**config.mk**
```make
export PLATFORM = sky130hd
export DESIGN_NAME = util_fir_int_ctrl
export DESIGN_NICKNAME = d
export VERILOG_FILES = /design/src/rtl/util_fir_int_ctrl.sv
export SDC_FILE = /design/constraint.sdc
export NUM_CORES = 1
export LEC_CHECK = 0
export BUFFER_PORTS_ARGS = -buffer_cell sky130_fd_sc_hd__buf_2
export CORE_MARGIN = 2
export CORE_UTILIZATION = 35
export CTS_CLUSTER_SIZE = 28
export DETAILED_ROUTE_END_ITERATION = 8
export PLACE_DENSITY = 0.7
export REMOVE_ABC_BUFFERS = 1
export SLEW_MARGIN = 20
export SYNTH_ARGS = -nofsm -noshare
export SYNTH_HDL_FRONTEND = slang
export SYNTH_SLANG_ARGS = --single-unit
```
**constraint.sdc**
```tcl
create_clock -name aclk -period 4 [get_ports aclk]
set_input_delay 0.2 -clock aclk [delete_from_list [all_inputs] [get_ports aclk]]
set_output_delay 0.2 -clock aclk [all_outputs]
set_load 0.1 [all_outputs]
```
**src/rtl/util_fir_int_ctrl.sv**
```systemverilog
// Sequencer in front of util_fir_int: flushes the filter with zeros, hides start-up
// transients, gates the sample source, and changes interpolate mode only on a drained pipe.
module util_fir_int_ctrl #(
  parameter int DATA_W    = 32,
  parameter int FLUSH_LEN = 16,
  parameter int PRIME_OUT = 72,
  parameter int CNT_W     = 16,
  parameter bit HOLD_LAST = 1'b0
) (
  input  logic              aclk,
  input  logic              areset,
  input  logic              ctrl_enable,
  input  logic              ctrl_interpolate,
  input  logic              status_clr,
  input  logic              s_axis_tvalid,
  output logic              s_axis_tready,
  input  logic [DATA_W-1:0] s_axis_tdata,
  output logic              fir_tvalid,
  input  logic              fir_tready,
  output logic [DATA_W-1:0] fir_tdata,
  output logic              fir_interpolate,
  input  logic              fir_m_tvalid,
  output logic              out_tvalid,
  output logic [2:0]        status_state,
  output logic [CNT_W-1:0]  status_underflow_cnt
);

  typedef enum logic [2:0] {
    S_IDLE  = 3'd0,
    S_FLUSH = 3'd1,
    S_PRIME = 3'd2,
    S_RUN   = 3'd3,
    S_DRAIN = 3'd4
  } state_t;

  localparam int FW = (FLUSH_LEN > 1) ? $clog2(FLUSH_LEN) : 1;
  localparam int PW = (PRIME_OUT > 1) ? $clog2(PRIME_OUT) : 1;
  localparam logic [FW-1:0] FLUSH_LAST = FW'(FLUSH_LEN - 1);
  localparam logic [PW-1:0] PRIME_LAST = PW'((PRIME_OUT > 0) ? PRIME_OUT - 1 : 0);

  state_t              state_q, state_d;
  logic [FW-1:0]       fcnt_q, fcnt_d;
  logic [PW-1:0]       pcnt_q, pcnt_d;
  logic                interp_q, interp_d;
  logic [CNT_W-1:0]    ucnt_q, ucnt_d;
  logic [DATA_W-1:0]   last_q;
  logic                live, xfer, underflow;
  logic [DATA_W-1:0]   fill;

  // Source path is live in PRIME and RUN; flush and drain push zeros instead.
  assign live      = (state_q == S_PRIME) || (state_q == S_RUN);
  assign fill      = HOLD_LAST ? last_q : '0;
  assign underflow = live & fir_tready & ~s_axis_tvalid;
  assign xfer      = fir_tvalid & fir_tready;

  assign fir_tvalid           = (state_q != S_IDLE);
  assign s_axis_tready        = live & fir_tready;
  assign fir_tdata            = live ? (s_axis_tvalid ? s_axis_tdata : fill) : '0;
  assign out_tvalid           = ((state_q == S_RUN) || (state_q == S_DRAIN)) & fir_m_tvalid;
  assign fir_interpolate      = interp_q;
  assign status_state         = state_q;
  assign status_underflow_cnt = ucnt_q;

  always_comb begin
    state_d  = state_q;
    fcnt_d   = fcnt_q;
    pcnt_d   = pcnt_q;
    interp_d = interp_q;
    case (state_q)
      S_IDLE: begin
        interp_d = ctrl_interpolate;
        fcnt_d   = '0;
        if (ctrl_enable) state_d = S_FLUSH;
      end
      S_FLUSH: begin
        // Pipeline holds only zeros here, so abort needs no drain.
        if (!ctrl_enable) begin
          state_d = S_IDLE;
          fcnt_d  = '0;
        end else if (xfer) begin
          if (fcnt_q == FLUSH_LAST) begin
            state_d = S_PRIME;
            fcnt_d  = '0;
            pcnt_d  = '0;
          end else begin
            fcnt_d = fcnt_q + FW'(1);
          end
        end
      end
      S_PRIME: begin
        if (!ctrl_enable) begin
          state_d = S_DRAIN;
          fcnt_d  = '0;
        end else if (PRIME_OUT == 0) begin
          state_d = S_RUN;
        end else if (fir_m_tvalid) begin
          if (pcnt_q == PRIME_LAST) state_d = S_RUN;
          else                      pcnt_d  = pcnt_q + PW'(1);
        end
      end
      S_RUN: begin
        if (!ctrl_enable || (ctrl_interpolate != interp_q)) begin
          state_d = S_DRAIN;
          fcnt_d  = '0;
        end
      end
      S_DRAIN: begin
        if (xfer) begin
          if (fcnt_q == FLUSH_LAST) begin
            // Mode is re-sampled here so requests made during the drain take effect.
            interp_d = ctrl_interpolate;
            fcnt_d   = '0;
            pcnt_d   = '0;
            state_d  = ctrl_enable ? S_PRIME : S_IDLE;
          end else begin
            fcnt_d = fcnt_q + FW'(1);
          end
        end
      end
      default: state_d = S_IDLE;
    endcase
  end

  always_comb begin
    ucnt_d = ucnt_q;
    if (status_clr)                 ucnt_d = underflow ? CNT_W'(1) : '0;
    else if (underflow && ~&ucnt_q) ucnt_d = ucnt_q + CNT_W'(1);
  end

  always_ff @(posedge aclk or posedge areset) begin
    if (areset) begin
      state_q  <= S_IDLE;
      fcnt_q   <= '0;
      pcnt_q   <= '0;
      interp_q <= 1'b0;
      ucnt_q   <= '0;
      last_q   <= '0;
    end else begin
      state_q  <= state_d;
      fcnt_q   <= fcnt_d;
      pcnt_q   <= pcnt_d;
      interp_q <= interp_d;
      ucnt_q   <= ucnt_d;
      if (s_axis_tvalid && s_axis_tready) last_q <= s_axis_tdata;
    end
  end

endmodule

```
==> results of run 1 <==
-- stage by stage --
stage / setup slack [ns] / utilization / hold slack [ns] / area (um^2)
final: 1.52 / 0.479 / 0.176 / 2650
after global routing: 1.34 / 0.479 / 0.180 / 2650
after CTS: 1.49 / 0.479 / 0.166 / 2650
after detailed placement: 1.82 / 0.461 / 0.312 / 2560
after global placement: 1.84 / 0.461 / 0.303 / 2560
after floorplan: 0.902 / - / 0.263 / 1980
-- worst paths after layout --
check	start	end	slack, ns	depth (start not counted)
max reg2reg	status_state[2]	status_underflow_cnt[10]	1.96	4
min reg2reg	fcnt_q[1]	fcnt_q[1]	0.54	1
min	ctrl_interpolate	fir_interpolate	0.18	2
max in group asynchronous	areset	status_underflow_cnt[15]	3.17	4
max	status_state[1]	fir_tdata[23]	1.52	4
min in group asynchronous	areset	fcnt_q[0]	0.54	4
-- registers in the layout, indices dropped and copies added (netlist names) --
name / count
fir_interpolate: 1
status_state: 3
pcnt_q: 7
status_underflow_cnt: 16
fcnt_q: 4
-- worst max-delay path, delay by kind of cell, from the launching register on --
family        cells  cell delay, ns
flops             1            0.56
buf+inv           2            0.74
simple gates      2            0.68
-- synth_stat cells, drive strengths merged, types with 2 or more instances --
| cell type | number |
|---|---|
| xor2 | 6 |
| o31ai | 4 |
| or4 | 4 |
| nor4 | 2 |
| and4 | 3 |
| a21oi | 14 |
| a211oi | 4 |
| nand3 | 7 |
| nand4 | 8 |
| inv | 5 |
| nand3b | 2 |
| nor2 | 18 |
| nor2b | 4 |
| nor3b | 2 |
| dfrtp | 31 |
| xnor2 | 5 |
| nor4bb | 2 |
| or3 | 2 |
| clkbuf | 8 |
| a22o | 2 |
| and2 | 4 |
| nor3 | 3 |
| o21ai | 7 |
| nand2b | 3 |
| and3 | 35 |
| nand4b | 2 |
| ha | 3 |
| buf | 4 |
| a21boi | 2 |
| nand2 | 11 |
| a21o | 2 |
| mux2 | 3 |
| mux2i | 3 |
-- repair_timing --
| action | 4_1_cts | 5_1_grt |
|---|---|---|
| gates resized for setup | 0 | 0 |
| hold buffers | 1 | 0 |
| endpoints found under the hold margin | 10 | 0 |
-- cell type report --
class                           count  share of cell area
Sequential cell                    31               0.292
Clock inverter                      1             0.00189
Timing Repair Buffer               97               0.187
Tap cell                           72              0.0339
Clock buffer                        6              0.0311
Inverter                            5             0.00707
Multi-Input combinational cell    176               0.447
-- power by group through the flow --
stage	registers (mW)	logic, mW	clock network (mW)
finish	0.319	0.0662	0.248
floorplan	0.336	0.0210	0
global placement	0.324	0.0658	0
detailed placement	0.324	0.0668	0
CTS	0.318	0.0677	0.261
global route	0.319	0.0721	0.277
-- cells by family (layout without fill, tap and decap cells) --
group / count (synthesis) / after routing / share of synthesized area
simple gates: 114 / 114 / 0.354
buf+inv: 17 / 109 / 0.0345
flops: 31 / 31 / 0.382
fa+ha+maj: 3 / 3 / 0.0185
compound gates: 42 / 42 / 0.132
xor+xnor: 11 / 11 / 0.0474
mux: 6 / 6 / 0.0314
-- routing by layer --
| metal | wire, um | up-vias | share of wire |
|---|---|---|---|
| met5 | 0 | - | 0 |
| li1 | - | 1010 | - |
| met1 | 2260 | 966 | 0.40 |
| met2 | 2830 | 85 | 0.50 |
| met3 | 464 | 7 | 0.082 |
| met4 | 68 | 0 | 0.012 |
==> impl_metrics.ini, run 1 <==
[status]
status = finished, final reports clean

[power]
switchingPower_uw = 160
p_leak_nw = 1.49
p_clk_frac = 0.392
p_comb_frac = 0.105
finalPower_uw = 633
peakVddDrop_mv = 0.127
power_density_mw_per_mm2 = 239
p_sw_frac = 0.253
seq_power_share = 0.503
intPower_uw = 473

[timing]
hold_viol = 0
finClkSkew_ns = 0.00383
finalSetupViolations = 0
period_needed_ns = 2.48
maxSlewViolCount = 0
worstMarginPinSlew_ns = 0.532
max_slew_margin = 0.646
rsz0062_at_grt = false
fmax_mhz = 403
finalCritPeriodShare = 0.620
tns_ns = 0

[flow_run]
cap_violations = 0

[finish]
ff_latch_area_um2 = 776
n_antenna_cell = 0
area_growth_pct = 30.6
multiInputGateArea_mm2 = 0.00119
fillers = 553
nets = 359
final_common_cell = buf_2
most-common-layout-cells = 94 x buf_2, 35 x and3_1, 31 x dfrtp_1
drive_gt1_frac = 0.354
fin_cells = 388

[yosys]
yosysWarnings = 0
ys_seq_area_frac = 0.382
ys_types = 51
synth_area_mm2 = 0.00203
synth_top_cell_area_share = 0.382
netlist_top_cells_area = dfrtp_1 38%, and3_1 11%, a21oi_1 3.4%
async_reset_ff_frac = 1.00
post_synth.cell_area_avg_um2 = 9.07
synth_cells = 224
yosysTopAreaCell = dfrtp_1
synth-seq-cells = 31
synth_ff_type = dfrtp_1
synth_edf_count = 0

[drt]
drc = 0
dr.pass1.iters = 4
drtAntennaViolNets = 0
vias = 2068
routed_wl_um = 5630
drt_iter0_markers = 131
wl_per_cell_um = 14.5
avgViaCountPerCell = 5.33

[global_route]
grtUsageTotal = 0.175
use_met3 = 0.0472
antenna_found_initial = 0
busiest_layer = met2
grt_pass1_wl_um = 8700
use_met1 = 0.195
grt_max_degree = 34
grt_use_met2 = 0.322
grt_overflow_total = 0
grt_pass1_vias = 1832

[critical_path]
cp.arrival_ns = 2.28
cp_max_fo = 27
endpoint_kind = primary output
crit_type = flop to primary output
slowest_stage = dfrtp_1
startpoint_type = flop
required_ns = 3.80
critical-path-max-stage-delay_ns = 0.56
crit_chain = nor2b_1 > buf_4 > and3_1 > buf_2

[die]
dieWidth_um = 80.2
pin_count = 95
initial_core_util = 0.367
dieHeight_um = 80.2
core_area_mm2 = 0.00554
num_rows = 27
design.die.area_mm2 = 0.00643

[clock_tree]
worst_skew_pair.late_latency_ns = 0.28
cts_buffers = 5
cts_tree = yes
cts_root_buffer = clkbuf_8
clk_path_buf_depth = 2
path_clk_slew_ns = 0.07
post-cts-setup-buffer-count = 0
clock-sinks = 31
cts.htree.levels = 2

[placement]
place.port_buffers = 94
dp.cells = 380
dp.final_hpwl_um = 4300
place_congestion = 0.807

[min_path]
hold_path_class = input port to flop
Power figures use the tool's default switching activity.
==> run 2, diff against run 1 <==
==> constraint.sdc (replaced) <==
create_clock -name aclk -period 2.3 [get_ports aclk]
set_input_delay 0.115 -clock aclk [delete_from_list [all_inputs] [get_ports aclk]]
set_output_delay 0.115 -clock aclk [all_outputs]
set_load 0.1 [all_outputs]
==> run 2 against run 1 <==
Net effect: global-route usage up 2.1 points; clock power up 91%; largest cell class unchanged; critical path type is now flop to flop; combinational power up 75%; critical path depth up 2; count of clock-buffer cells in the layout up 2; via count up 1.5%; first-iteration DRC count down 22%.
==> impl_metrics.ini, run 2 (same netlist as run 1, synthesis figures left out) <==
[status]
status = finished, final reports clean

[die]
pin_count = 95
num_rows = 27
design.die.area_mm2 = 0.00643
core_area_mm2 = 0.00554
initial_core_util = 0.367
dieHeight_um = 80.2
dieWidth_um = 80.2

[drt]
avgViaCountPerCell = 5.35
drc = 0
dr.pass1.iters = 4
drt_iter0_markers = 102
routed_wl_um = 6080
drtAntennaViolNets = 0
vias = 2098
wl_per_cell_um = 15.5

[timing]
worstMarginPinSlew_ns = 0.506
whs_ns = 0.0963
finalCritPeriodShare = 0.883
period_needed_ns = 2.03
fmax_mhz = 492
max_slew_margin = 0.665
rsz0062_at_grt = false
tns_ns = 0
finClkSkew_ns = 0.0103
maxSlewViolCount = 0
finalSetupViolations = 0
setup_slack_ns = 0.269
hold_viol = 0

[power]
p_leak_nw = 1.59
power_density_mw_per_mm2 = 359
p_clk_frac = 0.414
intPower_uw = 862
peakVddDrop_mv = 0.347
p_comb_frac = 0.101
seq_power_share = 0.485
switchingPower_uw = 281
p_sw_frac = 0.246

[placement]
dp.final_hpwl_um = 4640
place.port_buffers = 94
dp_slack_ns = 0.259
dp.cells = 383
place_congestion = 0.895

[global_route]
grt_overflow_total = 0
grt_pass1_wl_um = 9880
antenna_found_initial = 0
grt_pass1_vias = 2017
grtUsageTotal = 0.196
grt_max_degree = 34

[clock_tree]
cts_buffers = 5
cts.htree.levels = 2
clock-sinks = 31
cts_tree = yes
clk_path_buf_depth = 2
cts_root_buffer = clkbuf_8
path_clk_slew_ns = 0.07
ctsHoldBuffers = 1
post-cts-setup-buffer-count = 0
cts_resized = 0
worst_skew_pair.late_latency_ns = 0.29

[finish]
fillers = 475
final_util = 0.575
drive_gt1_frac = 0.359
nets = 362
fin_cells = 392
area_growth_pct = 56.7
final_common_cell = buf_2
n_antenna_cell = 0
largest_reg_flops = 16
most-common-layout-cells = 61 x buf_2, 35 x and3_1, 33 x buf_12

[min_path]
worstHoldPathCells = 2
min_from = ctrl_interpolate
holdPathEnd = fir_interpolate
hold_path_class = input port to flop

[critical_path]
endpoint_kind = flop
cp_max_fo = 10
r2r_cells = 6
r2r_setup_slack_ns = 0.27
crit_type = flop to flop
r2r-end = status_underflow_cnt[10]
required_ns = 2.48
reg2reg_from = status_underflow_cnt[0]
cp.arrival_ns = 2.21
startpoint_type = flop

[flow_run]
cap_violations = 0
## run 2: changes by cell type in the layout (fill, tap and decap cells not counted)
cell	change
buf_12	+33
buf_2	-33
buf_4	+3
clkbuf_1	+1
clkbuf_8	+1
clkinv_2	-1
## run 2: area by class of cell
class | count | area [um^2] | share of cell area
flip-flops and latches | 31 | 776 | 0.244
repair buffers | 100 | 1010 | 0.318
clock buffers | 8 | 100 | 0.0314
inverters | 5 | 18.8 | 0.00589
multi-input cells | 176 | 1190 | 0.372
well taps | 72 | 90.1 | 0.0283
## run 2: power by group through the flow
| stage | Sequential, mW | Combinational (mW) | Clock [mW] |
|---|---|---|---|
| after floorplan | 0.584 | 0.0365 | 0 |
| after global placement | 0.564 | 0.115 | 0 |
| after detailed placement | 0.564 | 0.117 | 0 |
| after CTS | 0.554 | 0.118 | 0.487 |
| after global routing | 0.554 | 0.128 | 0.516 |
| final | 0.554 | 0.116 | 0.473 |
## run 2: worst max path at each step
stage	start	to	slack, ns	cells past startpoint
final	status_underflow_cnt[0]	status_underflow_cnt[10]	0.27	6
after global routing	status_underflow_cnt[0]	status_underflow_cnt[10]	0.10	6
after CTS	status_underflow_cnt[0]	status_underflow_cnt[10]	0.25	6
after detailed placement	status_underflow_cnt[0]	status_underflow_cnt[10]	0.26	6
after global placement	status_underflow_cnt[0]	status_underflow_cnt[10]	0.34	6
after floorplan	status_state[1]	fir_tdata[0]	-0.71	2
## run 2: critical path, stage by stage, from the launching register on
cell,delay [ns]
dfrtp_1,0.44
ha_1,0.28
nand4_2,0.15
nor2_2,0.09
and2_1,0.26
nor4b_1,0.36
mux2_1,0.35
## run 2: metrics by stage
stage	total power [mW]	instance area (um^2)
final	1.14	3180
after global routing	1.20	3180
after CTS	1.16	3180
after detailed placement	0.681	3070
after global placement	0.678	3070
after floorplan	0.620	1980
## run 2: per-layer routing
metal  vias to the layer above  track usage  share of wire
li1                       1016            -              -
met1                       976        0.221           0.39
met2                       102        0.353           0.51
met3                         4       0.0618           0.10
met4                         0       0.0525         0.0041
met5                         -            0              0
==> run 3, diff against run 2 <==
--- a/config.mk
+++ b/config.mk
@@ -6,6 +6,7 @@
 export NUM_CORES = 1
 export LEC_CHECK = 0
 export BUFFER_PORTS_ARGS = -buffer_cell sky130_fd_sc_hd__buf_2
+export CORE_ASPECT_RATIO = 1.25
 export CORE_MARGIN = 2
 export CORE_UTILIZATION = 35
 export CTS_CLUSTER_SIZE = 28
==> run 3 against run 2 <==
Net effect: sequential share of layout area is 0.21 points higher; core utilization fell by 2.1 points; wire length is 8.3% lower; critical endpoint unchanged.
==> impl_metrics.ini, run 3 (same netlist as run 1, synthesis figures left out) <==
[clock_tree]
cts_tree = yes
path_clk_slew_ns = 0.07
clk_path_buf_depth = 2
worst_skew_pair.late_latency_ns = 0.28
cts.htree.levels = 2
cts_root_buffer = clkbuf_8
cts_buffers = 5
clock-sinks = 31
cts_resized = 0

[drt]
routed_wl_um = 5570
avgViaCountPerCell = 5.39
drt_iter0_markers = 144
drc = 0
vias = 2071
wl_per_cell_um = 14.5
drtAntennaViolNets = 0
dr.pass1.iters = 4

[global_route]
grtUsageTotal = 0.174
grt_pass1_wl_um = 8910
grt_overflow_total = 0
antenna_found_initial = 0
grt_pass1_vias = 1940
grt_max_degree = 36

[power]
p_leak_nw = 1.58
seq_power_share = 0.506
power_density_mw_per_mm2 = 347
p_comb_frac = 0.102
intPower_uw = 822
p_clk_frac = 0.393
peakVddDrop_mv = 0.351
switchingPower_uw = 273
p_sw_frac = 0.249

[status]
status = finished, final reports clean

[timing]
maxSlewViolCount = 0
period_needed_ns = 2.00
finalSetupViolations = 0
rsz0062_at_grt = false
max_slew_margin = 0.667
worstMarginPinSlew_ns = 0.500
setup_slack_ns = 0.296
finalCritPeriodShare = 0.872
fmax_mhz = 499
finClkSkew_ns = 0.00734
hold_viol = 0

[finish]
drive_gt1_frac = 0.358
nets = 361
final_util = 0.554
area_growth_pct = 55.4
fin_cells = 384
n_antenna_cell = 0
final_common_cell = buf_2
largest_reg_flops = 16
most-common-layout-cells = 61 x buf_2, 35 x and3_1, 33 x buf_12
fillers = 489

[die]
dieHeight_um = 89.2
core_area_mm2 = 0.00570
dieWidth_um = 72.2
initial_core_util = 0.356
num_rows = 31
pin_count = 95
design.die.area_mm2 = 0.00644

[placement]
dp.cells = 376
place.port_buffers = 94
dp_slack_ns = 0.289
place_congestion = 0.883
dp.final_hpwl_um = 4350

[critical_path]
critical-path-max-stage-delay_ns = 0.43
crit_type = flop to flop
slowest_stage = dfrtp_1
crit_chain = ha_1 > nand4_2 > nor2_2 > and2_1 > nor4b_1 > mux2_1
cp.arrival_ns = 2.16
cp_max_fo = 10
startpoint_type = flop
required_ns = 2.45
endpoint_kind = flop

[flow_run]
cap_violations = 0

[min_path]
hold_path_class = input port to flop
run 3: layer usage:
layer | GRT usage | vias to the layer above | part of all wire | routed length (um)
li1 | - | 1014 | - | -
met1 | 0.206 | 943 | 0.41 | 2270
met2 | 0.302 | 103 | 0.48 | 2670
met3 | 0.0485 | 11 | 0.095 | 530
met4 | 0.0617 | 0 | 0.017 | 95
met5 | 0 | - | 0 | 0
run 3: layout make-up:
class	instances	area (um^2)	share of cell area
clock inverters	1	5.00	0.00159
clock buffers	6	82.6	0.0262
inverters	5	18.8	0.00595
flip-flops and latches	31	776	0.246
multi-input cells	176	1190	0.376
well taps	66	82.6	0.0262
repair buffers	99	1010	0.319
run 3: path summary, 6_finish.rpt:
check	cells after the start	start	to	slack (ns)
hold reg to reg	1	pcnt_q[0]	pcnt_q[0]	0.53
setup / recovery	6	status_underflow_cnt[0]	status_underflow_cnt[10]	0.30
min in group asynchronous	4	areset	fcnt_q[0]	0.46
max in group asynchronous	4	areset	status_underflow_cnt[3]	1.55
hold / removal	2	ctrl_enable	status_state[1]	0.09
setup reg to reg	6	status_underflow_cnt[0]	status_underflow_cnt[10]	0.30
run 3: worst max-delay path, delay by kind of cell, from the launching register on:
family | cells | cell delay, ns
mux | 1 | 0.35
flops | 1 | 0.43
simple gates | 4 | 0.82
fa+ha+maj | 1 | 0.27
run 3: per-stage QoR:
stage / TNS, ns / hold WS, ns / area, um^2 / total power [mW]
after floorplan: -28.21 / 0.178 / 1980 / 0.620
after CTS: 0 / 0.0851 / 3160 / 1.11
after global placement: 0 / 0.209 / 3060 / 0.674
final: 0 / 0.0934 / 3160 / 1.10
after detailed placement: 0 / 0.220 / 3060 / 0.676
after global routing: 0 / 0.0878 / 3160 / 1.15
run 3: what timing repair did:
action / in CTS / in global routing
endpoints found under the hold margin: 31 / 0
buffers inserted: 0 / 0
setup endpoints to repair: 0 / 0
hold buffers: 1 / 0
run 3: power by group through the flow:
stage	clock network (mW)	logic [mW]	registers (mW)
finish	0.430	0.111	0.554
global route	0.470	0.123	0.554
CTS	0.447	0.113	0.554
detailed placement	0	0.112	0.564
global placement	0	0.110	0.564
floorplan	0	0.0365	0.584
